File: config.mk
export PLATFORM = sky130hd
export DESIGN_NAME = muldiv_seq
export DESIGN_NICKNAME = d
export VERILOG_FILES = /design/src/rtl/muldiv_pkg.sv /design/src/rtl/muldiv_sign_fix.sv /design/src/rtl/muldiv_seq.sv
export SDC_FILE = /design/constraint.sdc
export NUM_CORES = 1
export LEC_CHECK = 0
export BUFFER_PORTS_ARGS = -buffer_cell sky130_fd_sc_hd__buf_2
export CAP_MARGIN = 10
export CELL_PAD_IN_SITES_DETAIL_PLACEMENT = 2
export CELL_PAD_IN_SITES_GLOBAL_PLACEMENT = 2
export CORE_MARGIN = 2
export CORE_UTILIZATION = 33
export DETAILED_ROUTE_END_ITERATION = 10
export PLACE_DENSITY = 0.81
export SLEW_MARGIN = 10
export SYNTH_ARGS = -nofsm -noshare
export SYNTH_HDL_FRONTEND = slang
export SYNTH_SLANG_ARGS = --single-unit
File: constraint.sdc
create_clock -name clk -period 3.18 [get_ports clk]
set_input_delay 0.318 -clock clk [delete_from_list [all_inputs] [get_ports clk]]
set_output_delay 0.318 -clock clk [all_outputs]
set_load 0.1 [all_outputs]
File: src/rtl/muldiv_pkg.sv
// muldiv_pkg: shared types and constants for the RV32M multiply/divide sequencer.
//   muldiv_op_e    : funct3 encoding of the M-extension operations
//   muldiv_state_e : sequencer FSM states
//   ALU_ADD/ALU_SUB: control codes driven onto the shared EX ALU
//   FLAG_C         : position of the carry bit in the ALU flag vector {v,c,n,z}
package muldiv_pkg;

   localparam int XLEN     = 32;
   localparam int ITER_CNT = 32;

   typedef enum logic [2:0] {
      OP_MUL    = 3'd0,
      OP_MULH   = 3'd1,
      OP_MULHSU = 3'd2,
      OP_MULHU  = 3'd3,
      OP_DIV    = 3'd4,
      OP_DIVU   = 3'd5,
      OP_REM    = 3'd6,
      OP_REMU   = 3'd7
   } muldiv_op_e;

   typedef enum logic [2:0] {
      ST_IDLE  = 3'd0,
      ST_PREP  = 3'd1,
      ST_ITER  = 3'd2,
      ST_FIXUP = 3'd3,
      ST_DONE  = 3'd4
   } muldiv_state_e;

   localparam logic [3:0] ALU_ADD = 4'b0000;
   localparam logic [3:0] ALU_SUB = 4'b0001;
   localparam int         FLAG_C  = 2;

   // Divide/remainder ops occupy the upper half of the funct3 space.
   function automatic logic op_is_div(input muldiv_op_e op);
      return (op == OP_DIV) || (op == OP_DIVU) || (op == OP_REM) || (op == OP_REMU);
   endfunction

endpackage

File: src/rtl/muldiv_sign_fix.sv
// muldiv_sign_fix: combinational sign conditioning.
//   val32_i/neg32_i -> val32_o : 32-bit conditional negate (magnitude when neg32_i is the sign)
//   val64_i/neg64_i -> val64_o : 64-bit conditional two's-complement negate
// The low word of a 64-bit negate equals the 32-bit negate of the low word,
// which lets one instance condition two independent 32-bit quantities.
module muldiv_sign_fix
   import muldiv_pkg::*;
#(
   parameter int W = XLEN
) (
   input  logic [W-1:0]   val32_i,
   input  logic           neg32_i,
   output logic [W-1:0]   val32_o,
   input  logic [2*W-1:0] val64_i,
   input  logic           neg64_i,
   output logic [2*W-1:0] val64_o
);

   assign val32_o = neg32_i ? -val32_i : val32_i;
   assign val64_o = neg64_i ? -val64_i : val64_i;

endmodule

File: src/rtl/muldiv_seq.sv
// muldiv_seq: multi-cycle RV32M multiply/divide sequencer living in EX.
// Shift-add multiply and restoring divide, one add/sub per iteration on the
// shared EX ALU. Holds busy_o high while an op is in flight and retires the
// result with a one-cycle done_o pulse.
//   clk, rst_n                 : clock, synchronous active-low reset
//   start_i, op_i, rs1_i, rs2_i: launch request and operands (sampled in IDLE)
//   flush_i                    : abort the op in flight
//   busy_o, done_o, result_o   : pipeline stall, completion pulse, result
//   alu_sel_o, alu_a_o, alu_b_o, alu_ctrl_o, alu_result_i, alu_flags_i: shared ALU
module muldiv_seq
   import muldiv_pkg::*;
#(
   parameter int XLEN_P   = XLEN,
   parameter int ITER_N   = ITER_CNT
) (
   input  logic              clk,
   input  logic              rst_n,
   input  logic              start_i,
   input  logic [2:0]        op_i,
   input  logic [XLEN_P-1:0] rs1_i,
   input  logic [XLEN_P-1:0] rs2_i,
   input  logic              flush_i,
   output logic              busy_o,
   output logic              done_o,
   output logic [XLEN_P-1:0] result_o,
   output logic              alu_sel_o,
   output logic [XLEN_P-1:0] alu_a_o,
   output logic [XLEN_P-1:0] alu_b_o,
   output logic [3:0]        alu_ctrl_o,
   input  logic [XLEN_P-1:0] alu_result_i,
   input  logic [3:0]        alu_flags_i
);

   localparam int                CW       = $clog2(ITER_N);
   localparam logic [CW-1:0]     CNT_LAST = CW'(ITER_N - 1);
   localparam logic [XLEN_P-1:0] MIN_NEG  = {1'b1, {(XLEN_P-1){1'b0}}};
   localparam logic [XLEN_P-1:0] ALL_ONES = '1;

   muldiv_state_e     state_q, state_d;
   muldiv_op_e        op_q, op_d;
   logic [XLEN_P-1:0] a_q, a_d, b_q, b_d;       // raw operands
   logic [XLEN_P-1:0] hi_q, hi_d, lo_q, lo_d;   // product {hi,lo} or {R,Q}
   logic [XLEN_P-1:0] opnd_q, opnd_d;           // multiplicand or divisor magnitude
   logic [XLEN_P-1:0] result_q, result_d;
   logic              sa_q, sa_d, sb_q, sb_d;
   logic              div0_q, div0_d, ovf_q, ovf_d;
   logic [CW-1:0]     cnt_q, cnt_d;

   // Operand decode on the captured op.
   logic is_div, sa_w, sb_w;
   assign is_div = op_is_div(op_q);
   assign sa_w   = a_q[XLEN_P-1] & (op_q inside {OP_MULH, OP_MULHSU, OP_DIV, OP_REM});
   assign sb_w   = b_q[XLEN_P-1] & (op_q inside {OP_MULH, OP_DIV, OP_REM});

   // PREP conditioning: rs1 through the 32-bit path, rs2 through the low word
   // of the 64-bit path.
   logic [XLEN_P-1:0]   a_mag, b_mag;
   logic [2*XLEN_P-1:0] prep_wide;
   muldiv_sign_fix #(.W(XLEN_P)) u_prep_fix (
      .val32_i (a_q),
      .neg32_i (sa_w),
      .val32_o (a_mag),
      .val64_i ({{XLEN_P{1'b0}}, b_q}),
      .neg64_i (sb_w),
      .val64_o (prep_wide)
   );
   assign b_mag = prep_wide[XLEN_P-1:0];

   // FIXUP conditioning: 64-bit path negates the product (its low word doubles
   // as the signed quotient); 32-bit path gives the signed remainder.
   logic [XLEN_P-1:0]   rem_fix;
   logic [2*XLEN_P-1:0] prod_fix;
   muldiv_sign_fix #(.W(XLEN_P)) u_fixup_fix (
      .val32_i (hi_q),
      .neg32_i (sa_q),
      .val32_o (rem_fix),
      .val64_i ({hi_q, lo_q}),
      .neg64_i (sa_q ^ sb_q),
      .val64_o (prod_fix)
   );

   // Restoring-divide step: shift Q's MSB into R; the bit shifted out of R
   // (rbit) forces acceptance because the 33-bit remainder then exceeds the divisor.
   logic [XLEN_P-1:0] r_shift;
   logic              alu_c, accept;
   assign r_shift = {hi_q[XLEN_P-2:0], lo_q[XLEN_P-1]};
   assign alu_c   = alu_flags_i[FLAG_C];
   assign accept  = hi_q[XLEN_P-1] | alu_c;

   // Only the carry flag matters here; the high half of the PREP negate is don't-care.
   logic unused_ok;
   assign unused_ok = ^{alu_flags_i[3], alu_flags_i[1:0], prep_wide[2*XLEN_P-1:XLEN_P]};

   always_comb begin
      state_d    = state_q;
      op_d       = op_q;
      a_d        = a_q;
      b_d        = b_q;
      hi_d       = hi_q;
      lo_d       = lo_q;
      opnd_d     = opnd_q;
      result_d   = result_q;
      sa_d       = sa_q;
      sb_d       = sb_q;
      div0_d     = div0_q;
      ovf_d      = ovf_q;
      cnt_d      = cnt_q;
      alu_sel_o  = 1'b0;
      alu_a_o    = '0;
      alu_b_o    = '0;
      alu_ctrl_o = ALU_ADD;

      case (state_q)
         ST_IDLE: begin
            if (start_i) begin
               op_d    = muldiv_op_e'(op_i);
               a_d     = rs1_i;
               b_d     = rs2_i;
               state_d = ST_PREP;
            end
         end
         ST_PREP: begin
            sa_d    = sa_w;
            sb_d    = sb_w;
            hi_d    = '0;
            lo_d    = is_div ? a_mag : b_mag;
            opnd_d  = is_div ? b_mag : a_mag;
            div0_d  = is_div && (b_q == '0);
            ovf_d   = (op_q inside {OP_DIV, OP_REM}) && (a_q == MIN_NEG) && (b_q == ALL_ONES);
            cnt_d   = '0;
            state_d = (div0_d || ovf_d) ? ST_FIXUP : ST_ITER;
         end
         ST_ITER: begin
            alu_sel_o = 1'b1;
            alu_b_o   = opnd_q;
            if (is_div) begin
               alu_a_o    = r_shift;
               alu_ctrl_o = ALU_SUB;
               hi_d       = accept ? alu_result_i : r_shift;
               lo_d       = {lo_q[XLEN_P-2:0], accept};
            end else begin
               alu_a_o = hi_q;
               if (!lo_q[0]) alu_b_o = '0;
               // {c,hi,lo} >> 1 after adding the (possibly gated) multiplicand.
               hi_d = {alu_c, alu_result_i[XLEN_P-1:1]};
               lo_d = {alu_result_i[0], lo_q[XLEN_P-1:1]};
            end
            cnt_d = cnt_q + CW'(1);
            if (cnt_q == CNT_LAST) state_d = ST_FIXUP;
         end
         ST_FIXUP: begin
            case (op_q)
               OP_MUL:                        result_d = prod_fix[XLEN_P-1:0];
               OP_MULH, OP_MULHSU, OP_MULHU:  result_d = prod_fix[2*XLEN_P-1:XLEN_P];
               OP_DIV, OP_DIVU:
                  result_d = div0_q ? ALL_ONES : (ovf_q ? MIN_NEG : prod_fix[XLEN_P-1:0]);
               default:
                  result_d = div0_q ? a_q : (ovf_q ? '0 : rem_fix);
            endcase
            state_d = ST_DONE;
         end
         ST_DONE: state_d = ST_IDLE;
         default: state_d = ST_IDLE;
      endcase

      // Abort from any state; the previous result stays visible.
      if (flush_i) begin
         state_d  = ST_IDLE;
         result_d = result_q;
      end
   end

   always_ff @(posedge clk) begin
      if (!rst_n) begin
         state_q  <= ST_IDLE;
         op_q     <= OP_MUL;
         a_q      <= '0;
         b_q      <= '0;
         hi_q     <= '0;
         lo_q     <= '0;
         opnd_q   <= '0;
         result_q <= '0;
         sa_q     <= 1'b0;
         sb_q     <= 1'b0;
         div0_q   <= 1'b0;
         ovf_q    <= 1'b0;
         cnt_q    <= '0;
      end else begin
         state_q  <= state_d;
         op_q     <= op_d;
         a_q      <= a_d;
         b_q      <= b_d;
         hi_q     <= hi_d;
         lo_q     <= lo_d;
         opnd_q   <= opnd_d;
         result_q <= result_d;
         sa_q     <= sa_d;
         sb_q     <= sb_d;
         div0_q   <= div0_d;
         ovf_q    <= ovf_d;
         cnt_q    <= cnt_d;
      end
   end

   assign busy_o   = state_q inside {ST_PREP, ST_ITER, ST_FIXUP};
   assign done_o   = (state_q == ST_DONE);
   assign result_o = result_q;

endmodule

---- Word-level counts from Yosys, hierarchy flattened ----
Index checks and enable logic that the tools add are counted.
storage, ports and cells
  output and inout bits ................... 103
  word-level logic and storage cells ...... 90
  bits of input ports ..................... 107
  register bits after elaboration ......... 207
operators by class
  mux-type cells .......................... 29
  bitwise operators ....................... 6
  eq/ne operators ......................... 16
  reduce and logical (&&, ||, !) cells .... 21
  add/sub/neg operators ................... 5
operators by type and width
  cell                                                             count
  32-bit two-way mux                                               17
  32-bit one-hot mux with 2 select lines                           2
  32-bit negation                                                  3
  32-bit one-hot mux with 3 select lines                           1
  32-bit == test, second input constant                            2
  64-bit two-way mux                                               1
  64-bit negation                                                  1
  32-bit zero test                                                 1
  3-bit == test, second input constant                             5
  3-bit by 2-bit == test with 1-bit output, second input constant  4
  3-bit one-hot mux with 4 select lines                            1
  5-bit one-hot mux with 2 select lines                            1
  3-bit by 1-bit == test with 1-bit output, second input constant  2
  3-bit zero test                                                  2
  3-bit two-way mux                                                2
  2-bit AND reduction                                              3
  3-bit nonzero test                                               2
  5-bit by 1-bit adder with 5-bit output, second input constant    1
  5-bit == test, second input constant                             1
  1-bit logical OR                                                 4
  1-bit two-way mux                                                4
  2-bit != test, second input constant                             2
  2-bit nonzero test                                               2
  4-bit nonzero test                                               1
  7 further kinds                                                  12

---- Longest topological paths before layout ----
  word-level depth ........................ 8
  gate-level depth with buffers ........... 10
  depth with buffers taken out ............ 8

---- Cells and area by module ----
Synthesis repeated with hierarchy kept, for this count alone.
unflattened totals
  cells, all modules ...................... 2003
  area, all modules ....................... 15875.2 sq um
by module, submodules not included
  module           seq. area each (sq um)  times used  cells each  area each (sq um)
  muldiv_seq       4144.0                  1           1373        11413.4
  muldiv_sign_fix  0.0                     2           315         2230.9

---- Least setup slack after synthesis ----
Ideal clock, no wire load.
  path type ............................... register to output
  start ................................... register op_q[2]
  end ..................................... output port alu_a_o[10]
  cell stages (with the launch flop) ...... 7
  required time ........................... 2.862 ns
  data arrival time ....................... 3.128 ns
  slack ................................... -0.266 ns
  buffers on the path ..................... 4
  path through ............................ dfxtp_1 > clkbuf_1 > clkbuf_1 > buf_1 > buf_1 > mux2i_1 > nor2_1
between the ends
  word-level cells in the longest chain between the ends .. 6
  elaborated cells on any way between the ends .. 9
  those cells by class .................... eq/ne: 4; mux: 2; reduce/logical: 3
ends and longest elaborated chain
  what                           line               text
  start, declared                muldiv_seq.sv:40   muldiv_op_e op_q, op_d;
  start signal, assigned         muldiv_seq.sv:190  op_q <= op_d;
  3-bit == test                  muldiv_pkg.sv:36   return (op == OP_DIV) || (op == OP_DIVU) || (op == OP_REM) || (op == OP_REMU);
  1-bit logical OR (2 in a row)  muldiv_pkg.sv:36
  1-bit logical OR *             muldiv_pkg.sv:36
  32-bit two-way mux *           muldiv_seq.sv:136  if (is_div) begin
  32-bit two-way mux *           muldiv_seq.sv:113  case (state_q)
  end, declared                  muldiv_seq.sv:27   output logic [XLEN_P-1:0] alu_a_o,
Mark *: on every way between the ends. The rest lies on a longest branch, timed or not.

---- Worst setup path after layout ----
  start ................................... register state_q[2]
  end ..................................... output port alu_b_o[8]
between the ends
  word-level cells in the longest chain between the ends .. 2
ends and longest elaborated chain
  what                                      line               text
  start, declared                           muldiv_seq.sv:39   muldiv_state_e state_q, state_d;
  start signal, assigned                    muldiv_seq.sv:189  state_q <= state_d;
  3-bit by 2-bit == test with 1-bit output  muldiv_seq.sv:113
  32-bit two-way mux                        muldiv_seq.sv:113
  end, declared                             muldiv_seq.sv:28   output logic [XLEN_P-1:0] alu_b_o,
No other way between the ends.

==> results by group <==
STA
  • WHS: -1.96 ps
  • Unrepaired setup endpoints after global routing: no
  • Fin crit share: 96.2%
  • Min cycle time layout: 3060 ps
  • Fin. max-slew vios: 0
  • FMAX: 0.327 GHz
  • Setup Viol. Count Final: 0
  • Fin. Hold Viols: 2
  • Fin Setup TNS: 0 ps
  • Slack of the critical path: 122 ps
  • Worst Max-Slew Pin Slew: 1080 ps
  • Worst slew margin: 27.6%
  • Skew final: 24.6 ps

Power
  • Power Internal: 5.33 mW
  • Leakage power: 7.06 nW
  • Clock power frac: 41.7%
  • Sequential power share: 35.1%
  • PwrDens: 433 nW/µm²
  • Sw frac: 34.1%
  • Max rail drop VDD: 0.418 mV
  • Gate power share: 23.1%
  • Switching power of the nets: 2.76 mW

Floorplan
  • Die span in y: 216 µm
  • Die X: 216 µm
  • Starting Density: 33.5%
  • Die area: 46700 µm²
  • IO Pins: 210
  • Total core area: 44300 µm²
  • Row count: 77

Global routing
  • Vias in the first global route: 19000
  • First-pass GRT wire length: 123 mm
  • Initial antenna violation count: 5
  • GRT overflow: 0
  • Total GRT Usage: 34.5%
  • Pin count of the biggest net entering global routing: 98

Final layout
  • Commonest non-fill, non-tap cell in the layout: nand2_1
  • Most frequent cells in the layout: nand2_1 (293), a21oi_1 (210), dfxtp_1 (206), nor2_1 (188), buf_2 (171)
  • Multi-input gate area: 9910 µm²
  • Finished layout cell area: 18700 µm²
  • FILL cells: 5079
  • Reg area: 4150 µm²
  • Syn-to-layout area delta: 25.9%
  • Fraction of layout cells with a size suffix above 1: 20.0%
  • Nets@finish: 2375
  • Antenna cells: 0

Status
  • Status: finished, violations left
  • Failing checks: negative hold slack

Logic synthesis
  • Synth Area in Compound Gates: 26.0%
  • Share of the synthesized area in the top cell type: 27.9%
  • Post-Synthesis Cell Area: 14800 µm²
  • Main combinational cell family by area after synthesis: simple AND/OR/NAND/NOR gates
  • Synth cell types: 78
  • Synth Area in Adders: 0.590%
  • Mux cell area share after synthesis: 6.31%
  • YS warnings: 0
  • EDFF count, synth: 0
  • Asr flop ratio synth: 0%
  • Simple-gate portion of the synthesized area: 26.4%
  • Synth Area in XOR/XNOR: 6.49%
  • Synth area leader: dfxtp_1
  • Commonest register cell after synthesis: dfxtp_1
  • Post-Synthesis Cells: 2086
  • Post-Syn Area per Cell: 7.11 µm²
  • #FFs+latches synth: 207
  • Top post-synthesis cells by area: dfxtp_1 (28%), nand2_1 (7.5%), a21oi_1 (7.1%)
  • Register area share after synthesis: 27.9%

Place
  • GP Congestion: 0.961
  • IO buf count: 203
  • Area after DPL: 17300 µm²
  • Dpl ws: 280 ps
  • DP HPWL: 60.5 mm

Routing
  • Final WL: 82.7 mm
  • Via count of the routed design: 17900
  • Wire length per cell: 28.8 µm
  • Vias per inst: 6.23
  • Initial DRC Count: 1420
  • Post-route DRC: 0
  • Antenna-violating nets left: 0
  • First-pass detailed-route iteration total: 5

Clock network
  • Max Root-Sink Buffers: 3
  • CTS tree: yes
  • Num CTS Buffers: 26
  • Clock-pin slew on the worst setup and hold paths: 70 ps
  • Number of clock sinks: 207
  • H-tree levels: 1
  • Worst-Skew Late Latency: 580 ps
  • Root Driver: clkbuf_16

Setup path
  • Crit-path max FO: 27
  • Crit Path Category: reg -> out
  • Element type at the critical path end: output pin
  • Arr. time, crit path: 2740 ps
  • Critical Path Max Stage Delay: 430 ps
  • CP cell instances: nor2_1 > nand2_4 > a21oi_2 > buf_4 > and2_1 > buf_12
  • Worst path slowest cell: a21oi_2
  • Startpoint type of the worst setup path: flop
  • Worst EP required: 2860 ps

Hold path
  • Type of the most critical hold path: in -> reg

Flow run
  • Max-cap viol count: 0
[path summary, 6_finish.rpt]
check | slack, ps | end | cells past startpoint | from
worst min-delay path | -2 | b_q[30] | 3 | rs2_i[30]
worst max-delay path | 120 | alu_b_o[8] | 6 | state_q[2]
worst max register to register | 170 | opnd_q[29] | 6 | a_q[20]
worst min register to register | 460 | cnt_q[3] | 1 | cnt_q[3]
[synthesized netlist by cell type (all sizes together), types with 16 or more instances]
master and n:
inv 22, clkbuf 194, a31oi 34, xor2 35, o31ai 19, a211oi 16, or4 21, o221ai 29
a221oi 19, mux2i 80, a311oi 36, a21oi 211, nor3 55, nand4 22, dfxtp 207, o21ai 126
buf 25, xnor2 75, nand2 295, nor2 222, and2 42, nor4 39, nand3 44
[sequential cells by signal, indices dropped and copies added (netlist names), 5 cells and up]
register  count
a_q          32
b_q          32
hi_q         32
lo_q         32
opnd_q       32
result_o     32
cnt_q         5
[final cells by class]
type,count,area share [%]
multi-input combinational,1638,53.1
sequential,207,22.2
timing repair buffer,364,15.2
clock buffer,35,3.98
tap,592,3.96
clock inverter,13,1.12
inverter,24,0.496
[worst max-delay path, delay by kind of cell, from the launching register on]
family          cells  cell delay, ps
simple gates        3             760
compound gates      1             430
buf+inv             2             550
flops               1             410
[through the flow]
step / power (mW) / hold slack, ps / util (%) / instances
floorplan: 3.88 / 415 / - / 2088
detailed placement: 4.65 / 447 / 39.1 / 2783
CTS: 8.05 / 0.416 / 42.2 / 2873
finish: 8.10 / -1.96 / 42.2 / 2873
global placement: 4.58 / 436 / 39.1 / 2783
global route: 8.33 / 13.4 / 42.2 / 2873
[kinds of logic (layout without fill, tap and decap cells)]
kind of cell	after synthesis	after routing
xor+xnor	110	110
flops	207	207
mux	92	92
fa+ha+maj	7	7
other cells	1	3
simple gates	824	824
buf+inv	243	436
compound gates	602	602
[per-layer routing]
layer  share of wire [%]  up-vias  GRT usage, %  wire, µm
met5               0.045        -             0        37
li1                    -     7883             -         -
met3                 6.3      224          5.39      5170
met4                 5.9        6          18.1      4860
met1                  41     9030          43.3     34100
met2                  47      743          56.9     38600
[power by group through the flow]
stage / combinational, mW / sequential (mW) / clock [mW]
6_report: 1.87 / 2.85 / 3.38
5_1_grt: 1.98 / 2.86 / 3.50
4_1_cts: 1.82 / 2.84 / 3.40
3_5_place_dp: 1.76 / 2.89 / 0
3_3_place_gp: 1.70 / 2.88 / 0
2_1_floorplan: 1.08 / 2.80 / 0
[repair_timing]
| item | in CTS | in global routing |
|---|---|---|
| buffers inserted | 0 | 0 |
| resized for setup | 0 | 0 |
| endpoints found under the hold margin | 42 | 0 |
| hold buffers | 42 | 0 |
(Power assumes the default switching activity.)
